--- config.mk ---
export PLATFORM = sky130hd
export DESIGN_NAME = cmp_arbiter_flat
export DESIGN_NICKNAME = d
export VERILOG_FILES = /design/src/rtl/cmp_arbiter_if.sv /design/src/rtl/cmp_arbiter.sv /design/src/flat_wrapper.sv
export SDC_FILE = /design/constraint.sdc
export NUM_CORES = 1
export LEC_CHECK = 0
export BUFFER_PORTS_ARGS = -buffer_cell sky130_fd_sc_hd__buf_2
export CAP_MARGIN = 20
export CELL_PAD_IN_SITES_DETAIL_PLACEMENT = 1
export CELL_PAD_IN_SITES_GLOBAL_PLACEMENT = 2
export CORE_MARGIN = 2
export CORE_UTILIZATION = 25
export CTS_CLUSTER_SIZE = 30
export DETAILED_ROUTE_END_ITERATION = 10
export GPL_TIMING_DRIVEN = 0
export HOLD_SLACK_MARGIN = 0.15
export PLACE_DENSITY = 0.87
export SYNTH_ARGS = -nofsm -noshare
export SYNTH_HDL_FRONTEND = slang
export SYNTH_SLANG_ARGS = --single-unit
--- constraint.sdc ---
create_clock -name clk -period 2.8 [get_ports clk]
set_input_delay 0.56 -clock clk [delete_from_list [all_inputs] [get_ports clk]]
set_output_delay 0.56 -clock clk [all_outputs]
set_load 0.01 [all_outputs]
--- src/rtl/cmp_arbiter_if.sv ---
// rtl/cmp_arbiter_if.sv - request/response bundle for the four-requester bit-serial comparator arbiter.
interface cmp_arbiter_if #(
  parameter int WIDTH = 8
);
  logic [3:0]         req_valid;
  logic [3:0]         req_ready;
  logic [4*WIDTH-1:0] req_a;
  logic [4*WIDTH-1:0] req_b;
  logic [3:0]         req_signed;
  logic               rsp_valid;
  logic               rsp_ready;
  logic [1:0]         rsp_id;
  logic               rsp_gt;
  logic               rsp_lt;
  logic               rsp_eq;
  logic               busy;

  modport slave (
    input  req_valid, req_a, req_b, req_signed, rsp_ready,
    output req_ready, rsp_valid, rsp_id, rsp_gt, rsp_lt, rsp_eq, busy
  );

  modport master (
    output req_valid, req_a, req_b, req_signed, rsp_ready,
    input  req_ready, rsp_valid, rsp_id, rsp_gt, rsp_lt, rsp_eq, busy
  );
endinterface

--- src/rtl/cmp_arbiter.sv ---
// rtl/cmp_arbiter.sv - round-robin arbiter feeding an MSB-first bit-serial magnitude comparator.
module cmp_arbiter #(
  parameter int WIDTH = 8
) (
  input  logic          clk,
  input  logic          rst_n,
  cmp_arbiter_if.slave  bus
);

  localparam int IW = $clog2(WIDTH);
  localparam logic [IW-1:0] IDX_MSB = IW'(WIDTH - 1);

  typedef enum logic [1:0] {IDLE, SCAN, DONE} state_t;

  state_t           state_q, state_d;
  logic [1:0]       ptr_q, ptr_d;
  logic [IW-1:0]    idx_q, idx_d;
  logic [WIDTH-1:0] a_q, a_d;
  logic [WIDTH-1:0] b_q, b_d;
  logic             sgn_q, sgn_d;
  logic [1:0]       id_q, id_d;
  logic             gt_q, gt_d;
  logic             lt_q, lt_d;
  logic             eq_q, eq_d;

  logic [1:0]       gnt_idx;
  logic             gnt_any;
  logic             bit_a, bit_b, bit_gt, bit_lt;

  // Walk offsets from the far end so the requester nearest ptr wins.
  always_comb begin
    gnt_idx = ptr_q;
    gnt_any = 1'b0;
    for (int k = 3; k >= 0; k--) begin
      if (bus.req_valid[ptr_q + 2'(k)]) begin
        gnt_any = 1'b1;
        gnt_idx = ptr_q + 2'(k);
      end
    end
  end

  always_comb begin
    bit_a  = a_q[idx_q];
    bit_b  = b_q[idx_q];
    bit_gt = bit_a & ~bit_b;
    bit_lt = ~bit_a & bit_b;
    // Sign bit set means negative, so it ranks below a clear sign bit.
    if (sgn_q && idx_q == IDX_MSB) begin
      bit_gt = ~bit_a & bit_b;
      bit_lt = bit_a & ~bit_b;
    end
  end

  always_comb begin
    state_d = state_q;
    ptr_d   = ptr_q;
    idx_d   = idx_q;
    a_d     = a_q;
    b_d     = b_q;
    sgn_d   = sgn_q;
    id_d    = id_q;
    gt_d    = gt_q;
    lt_d    = lt_q;
    eq_d    = eq_q;
    unique case (state_q)
      IDLE: begin
        if (gnt_any) begin
          a_d     = bus.req_a[int'(gnt_idx)*WIDTH +: WIDTH];
          b_d     = bus.req_b[int'(gnt_idx)*WIDTH +: WIDTH];
          sgn_d   = bus.req_signed[gnt_idx];
          id_d    = gnt_idx;
          idx_d   = IDX_MSB;
          state_d = SCAN;
        end
      end
      SCAN: begin
        if (bit_gt || bit_lt) begin
          gt_d    = bit_gt;
          lt_d    = bit_lt;
          eq_d    = 1'b0;
          state_d = DONE;
        end else if (idx_q == '0) begin
          gt_d    = 1'b0;
          lt_d    = 1'b0;
          eq_d    = 1'b1;
          state_d = DONE;
        end else begin
          idx_d = idx_q - 1'b1;
        end
      end
      DONE: begin
        if (bus.rsp_ready) begin
          ptr_d   = id_q + 2'd1;
          state_d = IDLE;
        end
      end
      default: state_d = IDLE;
    endcase
  end

  always_ff @(posedge clk or negedge rst_n) begin
    if (!rst_n) begin
      state_q <= IDLE;
      ptr_q   <= '0;
      idx_q   <= IDX_MSB;
      a_q     <= '0;
      b_q     <= '0;
      sgn_q   <= 1'b0;
      id_q    <= '0;
      gt_q    <= 1'b0;
      lt_q    <= 1'b0;
      eq_q    <= 1'b0;
    end else begin
      state_q <= state_d;
      ptr_q   <= ptr_d;
      idx_q   <= idx_d;
      a_q     <= a_d;
      b_q     <= b_d;
      sgn_q   <= sgn_d;
      id_q    <= id_d;
      gt_q    <= gt_d;
      lt_q    <= lt_d;
      eq_q    <= eq_d;
    end
  end

  assign bus.req_ready = (state_q == IDLE && gnt_any) ? (4'b0001 << gnt_idx) : 4'b0000;
  assign bus.rsp_valid = (state_q == DONE);
  assign bus.busy      = (state_q != IDLE);
  assign bus.rsp_id    = id_q;
  assign bus.rsp_gt    = gt_q;
  assign bus.rsp_lt    = lt_q;
  assign bus.rsp_eq    = eq_q;

endmodule

--- src/flat_wrapper.sv ---
// flat-port wrapper written by rule: the top's interface ports become plain ports
module cmp_arbiter_flat 
#(
  parameter int WIDTH = 8
)
  (clk, rst_n, bus_req_valid, bus_req_a, bus_req_b, bus_req_signed, bus_rsp_ready, bus_req_ready, bus_rsp_valid, bus_rsp_id, bus_rsp_gt, bus_rsp_lt, bus_rsp_eq, bus_busy);
  cmp_arbiter_if #(.WIDTH(WIDTH)) bus_i ();
  input  logic clk;
  input  logic rst_n;
  input wire logic [$bits(bus_i.req_valid)-1:0] bus_req_valid;
  input wire logic [$bits(bus_i.req_a)-1:0] bus_req_a;
  input wire logic [$bits(bus_i.req_b)-1:0] bus_req_b;
  input wire logic [$bits(bus_i.req_signed)-1:0] bus_req_signed;
  input wire logic [$bits(bus_i.rsp_ready)-1:0] bus_rsp_ready;
  output wire logic [$bits(bus_i.req_ready)-1:0] bus_req_ready;
  output wire logic [$bits(bus_i.rsp_valid)-1:0] bus_rsp_valid;
  output wire logic [$bits(bus_i.rsp_id)-1:0] bus_rsp_id;
  output wire logic [$bits(bus_i.rsp_gt)-1:0] bus_rsp_gt;
  output wire logic [$bits(bus_i.rsp_lt)-1:0] bus_rsp_lt;
  output wire logic [$bits(bus_i.rsp_eq)-1:0] bus_rsp_eq;
  output wire logic [$bits(bus_i.busy)-1:0] bus_busy;
  assign bus_i.req_valid = bus_req_valid;
  assign bus_i.req_a = bus_req_a;
  assign bus_i.req_b = bus_req_b;
  assign bus_i.req_signed = bus_req_signed;
  assign bus_i.rsp_ready = bus_rsp_ready;
  assign bus_req_ready = bus_i.req_ready;
  assign bus_rsp_valid = bus_i.rsp_valid;
  assign bus_rsp_id = bus_i.rsp_id;
  assign bus_rsp_gt = bus_i.rsp_gt;
  assign bus_rsp_lt = bus_i.rsp_lt;
  assign bus_rsp_eq = bus_i.rsp_eq;
  assign bus_busy = bus_i.busy;
  cmp_arbiter #(.WIDTH(WIDTH)) u_core (.clk(clk), .rst_n(rst_n), .bus(bus_i));
endmodule
==> run summary <==
The largest fanout of any net on the critical path came out at 7. The proportion of layout cells with a drive suffix above 1 came out at 43.9%. The count of antenna diodes in the layout came out at 0. Adding up every negative setup slack in the final design gives 0 ps. The number of buffers inserted for hold repair after clock tree synthesis came out at 0. The routability congestion estimate from global placement came out at ~0.8.

The worst setup path is launched from a flop. The deepest clock path buffer count is 2. The switching component of the power is 1.24 mW.

Synthesis handed over a netlist of 208 instances. The number of global-route vias before repair came out at around 2100. The mean routed wirelength per cell is 15.5 um.

The synthesized area is a little over 0.002 sq mm. The effective utilization at floorplan came out at a little over a quarter. The number of clock buffers inserted by TritonCTS is 5. The core region is 0.00781 sq mm.

The worst supply voltage drop on vdd is 0.308 mV. The insertion delay to the later sink of the worst-skew pair is 280 ps. In this run the static leakage power is 1.33 nW. In this run, synthesis produced a sequential element count of 29. The sequential share of power came out at 27.7%. Leaving out fill and tap cells, the most frequent cell in the layout is buf_2. The net count of the finished layout came out at between 300 and 400. The count of final max-slew check failures is 0.

The depth of the worst register-to-register path is 7. The startpoint identified for the worst register-to-register timing path is u_core.idx_q[0]. The primary flip-flop cell chosen by synthesis mapping is dfrtp_1.

The power density relative to cell area is about 1100 mW/mm^2. The sum of routed wire length over all layers came out at 6290 um. In this design, the stage delay of the slowest critical-path cell is 620 ps. The relative contribution of the clock network to total power came out at 11.8%. The design internal power is 1.61 mW.

The number of antenna violations at the first check in global routing came out at 0. The count of buffers added on input and output ports is 85. After routing the design area is 0.00270 sq mm.

The area of the die is ~0.0089 sq mm. The count of nets left with antenna violations once routing finished came out at 0. The cell family with the largest share of critical-path delay is multiplexers. The number of sinks on the clock net came out at 29.

The post-synth net total is 288. The endpoint arrival time on the critical path came out at 2930 ps. Counting flops with an async set or reset pin after synthesis yields a share of between 90% and 100%. The depth of the CTS H-tree came out at 2. The portion of total power attributed to combinational logic came out at 60.5%.

The total of max-cap violations is 0. TritonCTS built the clock tree. After filler insertion, the fill cell instance count of the layout stands at between 900 and 1000. STA classifies the critical path endpoint as a flop.

The flow ran to the end, and the final reports show no timing, DRC or antenna violations. The time the worst path needs with I/O delays and setup is about 2700 ps. The required time at the worst-slack endpoint is 3010 ps. The total vias in the final route is 1959. The largest net degree at the start of global routing came out at 30. The floorplan step set the die height to approximately 94 um. The clock root buffer master is clkbuf_8. The part of the Yosys area used for sequential elements came out at 35.9%. The number of different library cells in the post-synthesis netlist came out at 41.

Setup violations remaining at the end of the flow were counted as 0. The count of unresolved DRC violations after routing came out at 0. The first global-routing pass estimated roughly 11000 um of wire. Summed over all layers, the global routing overflow is 0. The HPWL after detailed placement came out at 4850 um. The x dimension of the die came out at around 94 um. The post-layout utilization of the core came out at 34.5%. The placed instances occupy a cell area of 0.00259 sq mm. The synthesis-to-finish area growth came out at 32.5%. The number of cell rows came out at 32.

After clock tree synthesis, the clock-pin slew on the worst setup and hold paths is 60 ps. The slowest stage of the critical path belongs to the cell dfstp_2. The critical path goes through mux4_2, mux2i_2, inv_1, ha_1, nand2_1, a211oi_2, mux2_2.

The detailed-router iteration count before antenna repair came out at 4. Across all register-to-register paths, the minimum setup slack is 80 ps. The number of buffers and inverters on the critical path came out at 1.

The endpoint identified for the worst register-to-register timing path is u_core.idx_q[1]. The starting DRC count in detailed routing is 43. The switching power share of the total is 43.5%. The per-cell via count in the routed design is 4.84. Static timing analysis puts the maximum clock frequency at 368 MHz. The average instance area after synthesis is slightly below 10 sq um. Leaving out fill and tap cells, the most frequent cells in the layout are 90 x buf_2, 27 x nor2_1, 26 x dfrtp_1, 24 x nand2_1, 22 x a21oi_1. The worst slew slack as a fraction of its limit came out at 54.9%. The path category of the worst min-delay check is input pin to asynchronous set/reset pin.

The number of synthesized flops with an enable pin came out at 0. The number of failing hold endpoints at the final stage came out at 0. Between clock sinks in the finished design, the worst skew comes to 5.50 ps. The total track usage is 15.3%. The post-route clock period utilization is between 90 and 100%. The slew of the pin with the lowest slew margin is 676 ps. The worst setup path is of the flop to flop kind. The number of top-level pins is 86. Yosys printed 0 warnings.
[Yosys cell counts (all sizes together), types with 3 or more instances]
cell,number,area share (%)
nor2b,4,1.2
dfstp,3,3.9
o21ai,7,1.7
nand2b,3,0.92
a21oi,23,5.8
ha,5,3.1
dfrtp,26,32
nor2,28,5.3
nor3,3,0.74
inv,6,1.1
mux4,4,4.4
buf,11,4.4
mux2i,21,10
a221oi,18,12
nand2,24,4.4
[power by group through the flow]
stage | clock, mW | sequential [mW] | combinational (mW)
global route | 0.367 | 0.822 | 1.92
CTS | 0.348 | 0.795 | 1.68
detailed placement | 0 | 0.780 | 1.68
finish | 0.336 | 0.789 | 1.72
floorplan | 0 | 0.749 | 1.25
global placement | 0 | 0.773 | 1.64
[per-stage QoR]
stage / worst slack, ps / hold slack [ps] / instances / total power, mW
global route: -16.0 / 348 / 405 / 3.11
CTS: 68.6 / 326 / 402 / 2.82
finish: 78.9 / 308 / 405 / 2.85
global placement: -259 / 512 / 395 / 2.41
detailed placement: -310 / 498 / 395 / 2.46
floorplan: 103 / 264 / 208 / 2.00
[cell families after synthesis]
logic type,Yosys count,share of synthesized area [%]
DFF,29,35.9
buffers and inverters,19,5.90
AOI/OAI and AO/OA,57,23.4
adders and majority gates,5,3.08
and+or+nand+nor,70,15.4
muxes,27,15.9
xor gates and xnor gates,1,0.431
[per-layer routing]
metal | global-route usage [%] | vias to the layer above | part of all wire, %
li1 | - | 944 | -
met1 | 19.7 | 959 | 44
met2 | 25.8 | 50 | 49
met3 | 4.17 | 6 | 5.5
met4 | 3.26 | 0 | 1.2
met5 | 0 | - | 0
[registers in the layout, indices dropped and copies added, names as in the netlist]
register	flops
u_core.state_q	2
u_core.idx_q	3
u_core.bus.rsp_id	2
u_core.bus.rsp_gt	1
u_core.ptr_q	2
u_core.b_q	8
u_core.bus.rsp_eq	1
u_core.a_q	8
u_core.bus.rsp_lt	1
u_core.sgn_q	1
[layout make-up]
type | count | area [sq um] | area share, %
Tap cell | 102 | 128 | 4.74
Sequential cell | 29 | 729 | 27.1
Timing Repair Buffer | 88 | 448 | 16.6
Clock buffer | 8 | 80.1 | 2.97
Inverter | 6 | 22.5 | 0.836
Multi-Input combinational cell | 160 | 1190 | 44.3
Buffer | 12 | 93.8 | 3.48
[what timing repair did]
item / in CTS / in global routing
endpoints found under the setup margin: 2 / 2
pin swaps: 0 / 1
resized for setup: 1 / 1
setup buffers: 0 / 3
[worst max-delay path by stage]
stage                                 end  cells after the start  slack (ps)             from
after detailed placement  u_core.idx_q[1]                      8        -310  u_core.idx_q[0]
after floorplan           u_core.idx_q[1]                      8         100  u_core.idx_q[0]
after CTS                 u_core.idx_q[1]                      7          70  u_core.idx_q[0]
after global routing      u_core.idx_q[1]                      7         -20  u_core.idx_q[0]
final                     u_core.idx_q[1]                      7          80  u_core.idx_q[0]
after global placement    u_core.idx_q[1]                      8        -260  u_core.idx_q[0]
No activity file was read; power rests on OpenSTA's default activity.
